===== src/rtl/sound_scheduler.sv =====
// Buzzer arbiter and note sequencer: latches effect requests, serves them by fixed priority,
// and plays each effect from a constant ROM. Optional preemption via `SOUND_PREEMPT_EN.
module sound_scheduler #(
   parameter int unsigned TICK_CYCLES = 5_000_000,
   parameter int unsigned GAP_CYCLES  = 500_000
) (
   input  logic       clk,
   input  logic       reset,
   input  logic [3:0] req,
   input  logic       mute,
   output logic [5:0] note,
   output logic       busy,
   output logic [1:0] active_id,
   output logic       done
);

   localparam logic [1:0] IDLE  = 2'd0;
   localparam logic [1:0] FETCH = 2'd1;
   localparam logic [1:0] PLAY  = 2'd2;
   localparam logic [1:0] GAP   = 2'd3;

   // Each step is {note[5:0], len[3:0]}; len = 0 marks the end of the effect.
   function automatic logic [9:0] rom_step(input logic [1:0] id, input logic [2:0] idx);
      logic [9:0] s;
      s = 10'd0;
      case (id)
         2'd0: case (idx)
            3'd0: s = {6'd32, 4'd2};
            3'd1: s = {6'd27, 4'd2};
            3'd2: s = {6'd24, 4'd2};
            3'd3: s = {6'd20, 4'd2};
            3'd4: s = {6'd12, 4'd6};
            default: s = 10'd0;
         endcase
         2'd1: case (idx)
            3'd0: s = {6'd30, 4'd2};
            3'd1: s = {6'd34, 4'd2};
            default: s = 10'd0;
         endcase
         2'd2: case (idx)
            3'd0: s = {6'd12, 4'd4};
            default: s = 10'd0;
         endcase
         default: case (idx)
            3'd0: s = {6'd20, 4'd1};
            3'd1: s = {6'd24, 4'd1};
            3'd2: s = {6'd27, 4'd1};
            3'd3: s = {6'd32, 4'd3};
            default: s = 10'd0;
         endcase
      endcase
      return s;
   endfunction

   function automatic logic [1:0] lowest(input logic [3:0] p);
      if (p[0])      return 2'd0;
      else if (p[1]) return 2'd1;
      else if (p[2]) return 2'd2;
      else           return 2'd3;
   endfunction

   function automatic logic [3:0] onehot(input logic [1:0] id);
      return 4'b0001 << id;
   endfunction

`ifdef SOUND_PREEMPT_EN
   function automatic logic [3:0] higher_than(input logic [1:0] id);
      case (id)
         2'd0:    return 4'b0000;
         2'd1:    return 4'b0001;
         2'd2:    return 4'b0011;
         default: return 4'b0111;
      endcase
   endfunction
`endif

   logic [1:0]  state, state_d;
   logic [3:0]  pending, pending_d, clr;
   logic [2:0]  step, step_d;
   logic [5:0]  cur_note, cur_note_d, note_src;
   logic [3:0]  len_q, len_d;
   logic [31:0] cnt, cnt_d, play_cycles;
   logic [1:0]  id_d;
   logic        done_d;
   logic [9:0]  rom;

   assign rom         = rom_step(active_id, step);
   assign play_cycles = {28'd0, len_q} * TICK_CYCLES;

   always_comb begin
      state_d    = state;
      step_d     = step;
      cnt_d      = cnt;
      cur_note_d = cur_note;
      len_d      = len_q;
      id_d       = active_id;
      done_d     = 1'b0;
      clr        = 4'b0000;
      note_src   = 6'd0;
      case (state)
         IDLE: begin
            if (pending != 4'b0000) begin
               id_d    = lowest(pending);
               clr     = onehot(lowest(pending));
               step_d  = 3'd0;
               state_d = FETCH;
            end
         end
         FETCH: begin
            if (rom[3:0] == 4'd0) begin
               done_d  = 1'b1;
               state_d = IDLE;
            end else begin
               cur_note_d = rom[9:4];
               len_d      = rom[3:0];
               cnt_d      = 32'd0;
               note_src   = rom[9:4];
               state_d    = PLAY;
            end
         end
         PLAY: begin
            if (cnt == play_cycles - 32'd1) begin
               cnt_d = 32'd0;
               if (GAP_CYCLES != 0) begin
                  state_d = GAP;
               end else if (step == 3'd7) begin
                  done_d  = 1'b1;
                  state_d = IDLE;
               end else begin
                  step_d  = step + 3'd1;
                  state_d = FETCH;
               end
            end else begin
               cnt_d    = cnt + 32'd1;
               note_src = cur_note;
            end
         end
         default: begin
            if (cnt == GAP_CYCLES - 32'd1) begin
               cnt_d = 32'd0;
               // Stepping past the last ROM slot ends the effect instead of wrapping.
               if (step == 3'd7) begin
                  done_d  = 1'b1;
                  state_d = IDLE;
               end else begin
                  step_d  = step + 3'd1;
                  state_d = FETCH;
               end
            end else begin
               cnt_d = cnt + 32'd1;
            end
         end
      endcase
`ifdef SOUND_PREEMPT_EN
      if (state != IDLE && (pending & higher_than(active_id)) != 4'b0000) begin
         id_d     = lowest(pending);
         clr      = onehot(lowest(pending));
         step_d   = 3'd0;
         cnt_d    = 32'd0;
         done_d   = 1'b0;
         note_src = 6'd0;
         state_d  = FETCH;
      end
`endif
   end

   // A request arriving on the launch edge re-sets its own bit.
   assign pending_d = (pending & ~clr) | req;

   always_ff @(posedge clk) begin
      if (reset) begin
         state     <= IDLE;
         pending   <= 4'b0000;
         step      <= 3'd0;
         cnt       <= 32'd0;
         cur_note  <= 6'd0;
         len_q     <= 4'd0;
         active_id <= 2'd0;
         note      <= 6'd0;
         busy      <= 1'b0;
         done      <= 1'b0;
      end else begin
         state     <= state_d;
         pending   <= pending_d;
         step      <= step_d;
         cnt       <= cnt_d;
         cur_note  <= cur_note_d;
         len_q     <= len_d;
         active_id <= id_d;
         note      <= mute ? 6'd0 : note_src;
         busy      <= (state_d != IDLE);
         done      <= done_d;
      end
   end

endmodule


===== config.mk =====
export PLATFORM = sky130hd
export DESIGN_NAME = sound_scheduler
export DESIGN_NICKNAME = d
export VERILOG_FILES = /design/src/rtl/sound_scheduler.sv
export SDC_FILE = /design/constraint.sdc
export NUM_CORES = 1
export LEC_CHECK = 0
export CORE_ASPECT_RATIO = 1.1
export CORE_MARGIN = 2
export CORE_UTILIZATION = 55
export DETAILED_ROUTE_END_ITERATION = 10
export GPL_ROUTABILITY_DRIVEN = 0
export PLACE_DENSITY = 0.7
export SKIP_LAST_GASP = 1
export SYNTH_ARGS = -nofsm -noshare
export SYNTH_HDL_FRONTEND = slang
export SYNTH_SLANG_ARGS = --single-unit

===== constraint.sdc =====
create_clock -name clk -period 7.1 [get_ports clk]
set_clock_uncertainty 0.1 [all_clocks]
set_input_delay 1.42 -clock clk [delete_from_list [all_inputs] [get_ports clk]]
set_output_delay 1.42 -clock clk [all_outputs]
set_load 0.01 [all_outputs]

### Yosys cells after proc, flatten, opt, wreduce, memory -nomap -nowiden

Index checks and enable logic that the tools add are counted.

| cells by class | value |
|---|---|
| $add $sub $neg | 3 |
| multipliers | 1 |
| equality and inequality tests | 14 |
| shift operators | 1 |
| multiplexer cells | 33 |
| bitwise gates (word level) | 6 |
| reduce and logical (&&, ||, !) cells | 14 |

Operator list:

| kind | number |
|---|---|
| $mux 32 | 3 |
| $pmux 32 s3 | 1 |
| $pmux 10 s5 | 1 |
| $pmux 10 s4 | 1 |
| $add 32x1->32 const B | 1 |
| $eq 32x19->1 const B | 1 |
| $eq 32x32->1 | 1 |
| $pmux 10 s3 | 1 |
| $sub 27x1->28 const B | 1 |
| $mul 4x17->21 const B | 1 |
| $pmux 10 s2 | 1 |
| $mux 2 | 8 |
| $mux 6 | 2 |
| $pmux 6 s2 | 1 |
| $mux 3 | 3 |
| $mux 4 | 2 |
| $mux 8 | 1 |
| $eq 3x2->1 const B | 2 |
| $eq 3x3->1 const B | 2 |
| $pmux 2 s3 | 1 |
| $pmux 3 s2 | 1 |
| $reduce_and 2->1 | 3 |
| $reduce_or 2->1 | 3 |
| $mux 1 | 5 |
| other kinds (18) | 25 |

| word-level totals | value |
|---|---|
| register bits | 61 |
| input port bits | 7 |
| output and inout port bits | 10 |

### Longest topological paths before layout

| depth | value |
|---|---|
| word-level depth | 11 |
| mapped depth | 16 |

### Worst setup path after synthesis

OpenSTA, ideal clock, no wires.

| timing path | value |
|---|---|
| path type | flip-flop to flip-flop |
| from | register len_q[0] |
| to | register cnt[19] |
| library setup time | 0.141 ns |
| data arrival time | 4.105 ns |
| data required time | 6.859 ns |
| slack | 2.754 ns |
| stages on the path, launching flop included | 16 |
| period minus slack after synthesis | 4.346 ns |
| cell sequence | dfxtp_1 > buf_2 > inv_1 > ha_1 > ha_1 > fa_1 > xor2_1 > nor4_4 > nand3_2 > or4b_4 > nor4b_2 > a211oi_1 > a211oi_2 > o221a_4 > buf_6 > nor3_2 |

| on the way | value |
|---|---|
| cells in the longest elaborated chain, start to end | 5 |

RTL lines:

| element | RTL line | RTL |
|---|---|---|
| start, declared | 81 | `logic [3:0] len_q, len_d;` |
| start signal, assigned | 188 | `len_q <= len_d;` |
| $mul 4x17->21 | 88 | `assign play_cycles = {28'd0, len_q} * TICK_CYCLES;` |
| $sub 27x1->28 | 122 | `if (cnt == play_cycles - 32'd1) begin` |
| $eq 32x32->1 | 122 |  |
| $mux 32 | 122 |  |
| $pmux 32 s3 | 100 | `case (state)` |
| end signal, assigned | 186 | `cnt <= cnt_d;` |
| end, declared | 82 | `logic [31:0] cnt, cnt_d, play_cycles;` |

Every way passes these cells.
A chain may end at the register's enable or synchronous reset.

### Worst setup path in the final report

Ends and elaborated chain as after synthesis.

==> metrics.csv <==
stage,metric,value,unit
outcome,outcome,"complete, no violations",
drt,Vias,3754,
layout,Ant. Diodes,0,
clocking,Clock Latency Late Sink,0.35,ns
drt,WL per Instance,16.0,um
drt,DR vias/cell,5.99,
critical_path,critical path peak fanout,30,
critical_path,WP data required,7.21,ns
flow_run,max-cap violation count,0,
sta,Final period util,74.0,%
synthesis,number of synthesized flops with an enable pin,0,
global_route,largest net degree at the start of global routing,56,
layout,"most common cell after layout, fill and taps aside",dfxtp_1,
floorplan,Placeable Area,0.00787,mm^2
layout,Synth-to-Final Area Change,8.29,%
floorplan,Die Height,98.1,um
sta,RSZ-0062 raised after global routing,no,
layout,"commonest non-fill, non-tap cells in the layout","dfxtp_1 (60), nor2_1 (50), nand3_1 (31), nor3_2 (31), nand2_1 (30)",
sta,Final setup violation count,0,
power_and_ir_drop,Lkg Pwr,1.90,nW
floorplan,Die W,89.5,um
clocking,setup bufs post-CTS,0,
drt,DRC violations left,0,
sta,Tmin final,5.26,ns
sta,Slew @ Worst Pin,0.936,ns
global_route,GRT Residual Overflow,0,
sta,final count of pins violating max slew,0,
clocking,hold bufs inserted after CTS,0,
floorplan,die area,0.00878,mm^2
sta,FMAX,190,MHz
global_route,antenna violations before repair,0,
clocking,# clock sinks,60,
sta,Worst slew margin,36.8,%
synthesis,post-synthesis net count,545,
sta,final worst slack,1.84,ns
drt,"antenna viol nets, final",0,
drt,Routed WL,10.0,mm
synthesis,Synth Flop Type,dfxtp_1,
synthesis,"FFs w/ async S/R, synth",0,%
synthesis,synth warn,0,
synthesis,"Seq/Total Area, Yosys",27.1,%
place,Buffers on Ports,16,
power_and_ir_drop,Worst VDD drop,0.000219,V
synthesis,syn_area_per_cell,8.62,um^2
critical_path,Worst EP arrival,5.37,ns
critical_path,worst r2r path cells,13,
clocking,clock transition at the registers of the reported paths,0.08,ns
place,DP HPWL,7.19,mm
critical_path,CP Class,register to register,
synthesis,Cells after Synth,513,
sta,final hold vios,0,
floorplan,Boundary Pins,17,
global_route,first-pass GRT wire length,17.0,mm
place,Placement Setup Slack,1.86,ns
clocking,TritonCTS clock tree,yes,
worst_hold_path,hold path depth,1,
clocking,CTS Buf Count,9,
synthesis,#FFs+latches synth,60,
synthesis,Mapped Area,0.00442,mm^2
drt,TritonRoute pass-1 iters,4,
clocking,H-tree lvl count,3,
clocking,Root Buffer,clkbuf_8,
worst_hold_path,HP Class,register to register,
floorplan,Core Rows,34,
floorplan,initial core utilization,56.2,%
clocking,post-cts sizing count,0,
critical_path,Crit. End Element,register,
drt,DR iter-0 viols,167,
global_route,GRT Total Usage,24.4,%
layout,fraction of layout instances using a drive strength above 1,12.5,%
global_route,number of global-route vias before repair,3614,
sta,final setup TNS,0,ns
layout,number of nets in the layout,546,
clocking,clk buf depth,2,
synthesis,Cell variety after synth,73,
critical_path,r2r setup slk,1.84,ns
critical_path,crit start category,register,
power_and_ir_drop,PwrDens,317,mW/mm^2
## cell families after synthesis
kind of cell               Yosys count  share of synthesized area [%]
xor gates and xnor gates            59                           13.1
and+or+nand+nor                    221                           30.0
muxes                               13                           3.00
adders and majority gates           25                           7.24
buffers and inverters               46                           4.55
DFF                                 60                           27.1
AOI/OAI and AO/OA                   89                           14.9
## where the power goes
group          total [mW]  switching (mW)  internal (mW)
Combinational       0.790           0.454          0.336
Clock               0.315           0.151          0.164
Sequential          0.414          0.0451          0.369
## critical path, cell delays in order, from the launching register on
cell and delay (ns):
dfxtp_1 0.79, inv_1 0.15, ha_1 0.46, ha_1 0.31
fa_1 0.44, xor2_1 0.25, nor4_4 0.31, nand3_2 0.19
or4b_4 0.59, nor4b_2 0.27, a211oi_1 0.09, a211oi_2 0.43
o221a_4 0.65, nor3_2 0.10
## per-stage QoR
| step | hold slack (ns) | instance area, um^2 | std cells | utilization (%) | power, mW |
|---|---|---|---|---|---|
| 2_1_floorplan | 0.342 | 4420 | 513 | - | 1.05 |
| 3_3_place_gp | 0.370 | 4590 | 611 | 58.3 | 1.19 |
| 3_5_place_dp | 0.364 | 4590 | 611 | 58.3 | 1.20 |
| 4_1_cts | 0.388 | 4790 | 627 | 60.9 | 1.52 |
| 5_1_grt | 0.410 | 4790 | 627 | 60.9 | 1.63 |
| 6_report | 0.384 | 4790 | 627 | 60.9 | 1.52 |
## layer usage
metal	GRT usage, %	vias up	part of all wire (%)
met1	30.9	1762	45
met4	11.4	0	3.5
met2	40.1	91	49
met3	3.89	28	3.3
met5	0	-	0
li1	-	1873	-
## Yosys cell counts (9+ instances only)
master | n | share of area, %
xor2_1 | 28 | 5.5
xnor2_1 | 26 | 5.1
and3_1 | 9 | 1.3
o21ai_0 | 14 | 1.6
nand2_1 | 30 | 2.5
inv_1 | 18 | 1.5
nor3_1 | 12 | 1.4
a21oi_1 | 16 | 1.8
ha_1 | 24 | 6.8
nand3_1 | 31 | 3.5
nor2_1 | 50 | 4.2
dfxtp_1 | 60 | 27
mux2i_1 | 11 | 2.5
clkbuf_1 | 17 | 1.4
nand4_1 | 12 | 1.7
nor3_2 | 31 | 7.0
## state kept, by name, indices dropped and copies added (netlist names)
| name | flops |
|---|---|
| len_q | 3 |
| pending | 4 |
| busy | 1 |
| done | 1 |
| cur_note | 6 |
| step | 3 |
| note | 6 |
| active_id | 2 |
| cnt | 32 |
| state | 2 |
## final timing paths
kind	from	end
min	cur_note[4]$_SDFFE_PP0P_	note[4]$_SDFF_PP0_
min reg2reg	cur_note[4]$_SDFFE_PP0P_	note[4]$_SDFF_PP0_
max reg2reg	len_q[0]$_SDFFE_PP0P_	cnt[19]$_SDFFE_PP0P_
max	len_q[0]$_SDFFE_PP0P_	cnt[19]$_SDFFE_PP0P_
## area by class of cell
class	instances	area [um^2]
Clock buffer	9	124
Clock inverter	7	75.1
Fill cell	700	3080
Inverter	19	71.3
Multi-Input combinational cell	407	3020
Sequential cell	60	1200
Tap cell	108	135
Timing Repair Buffer	17	163
No activity file was read; power rests on OpenSTA's default activity.
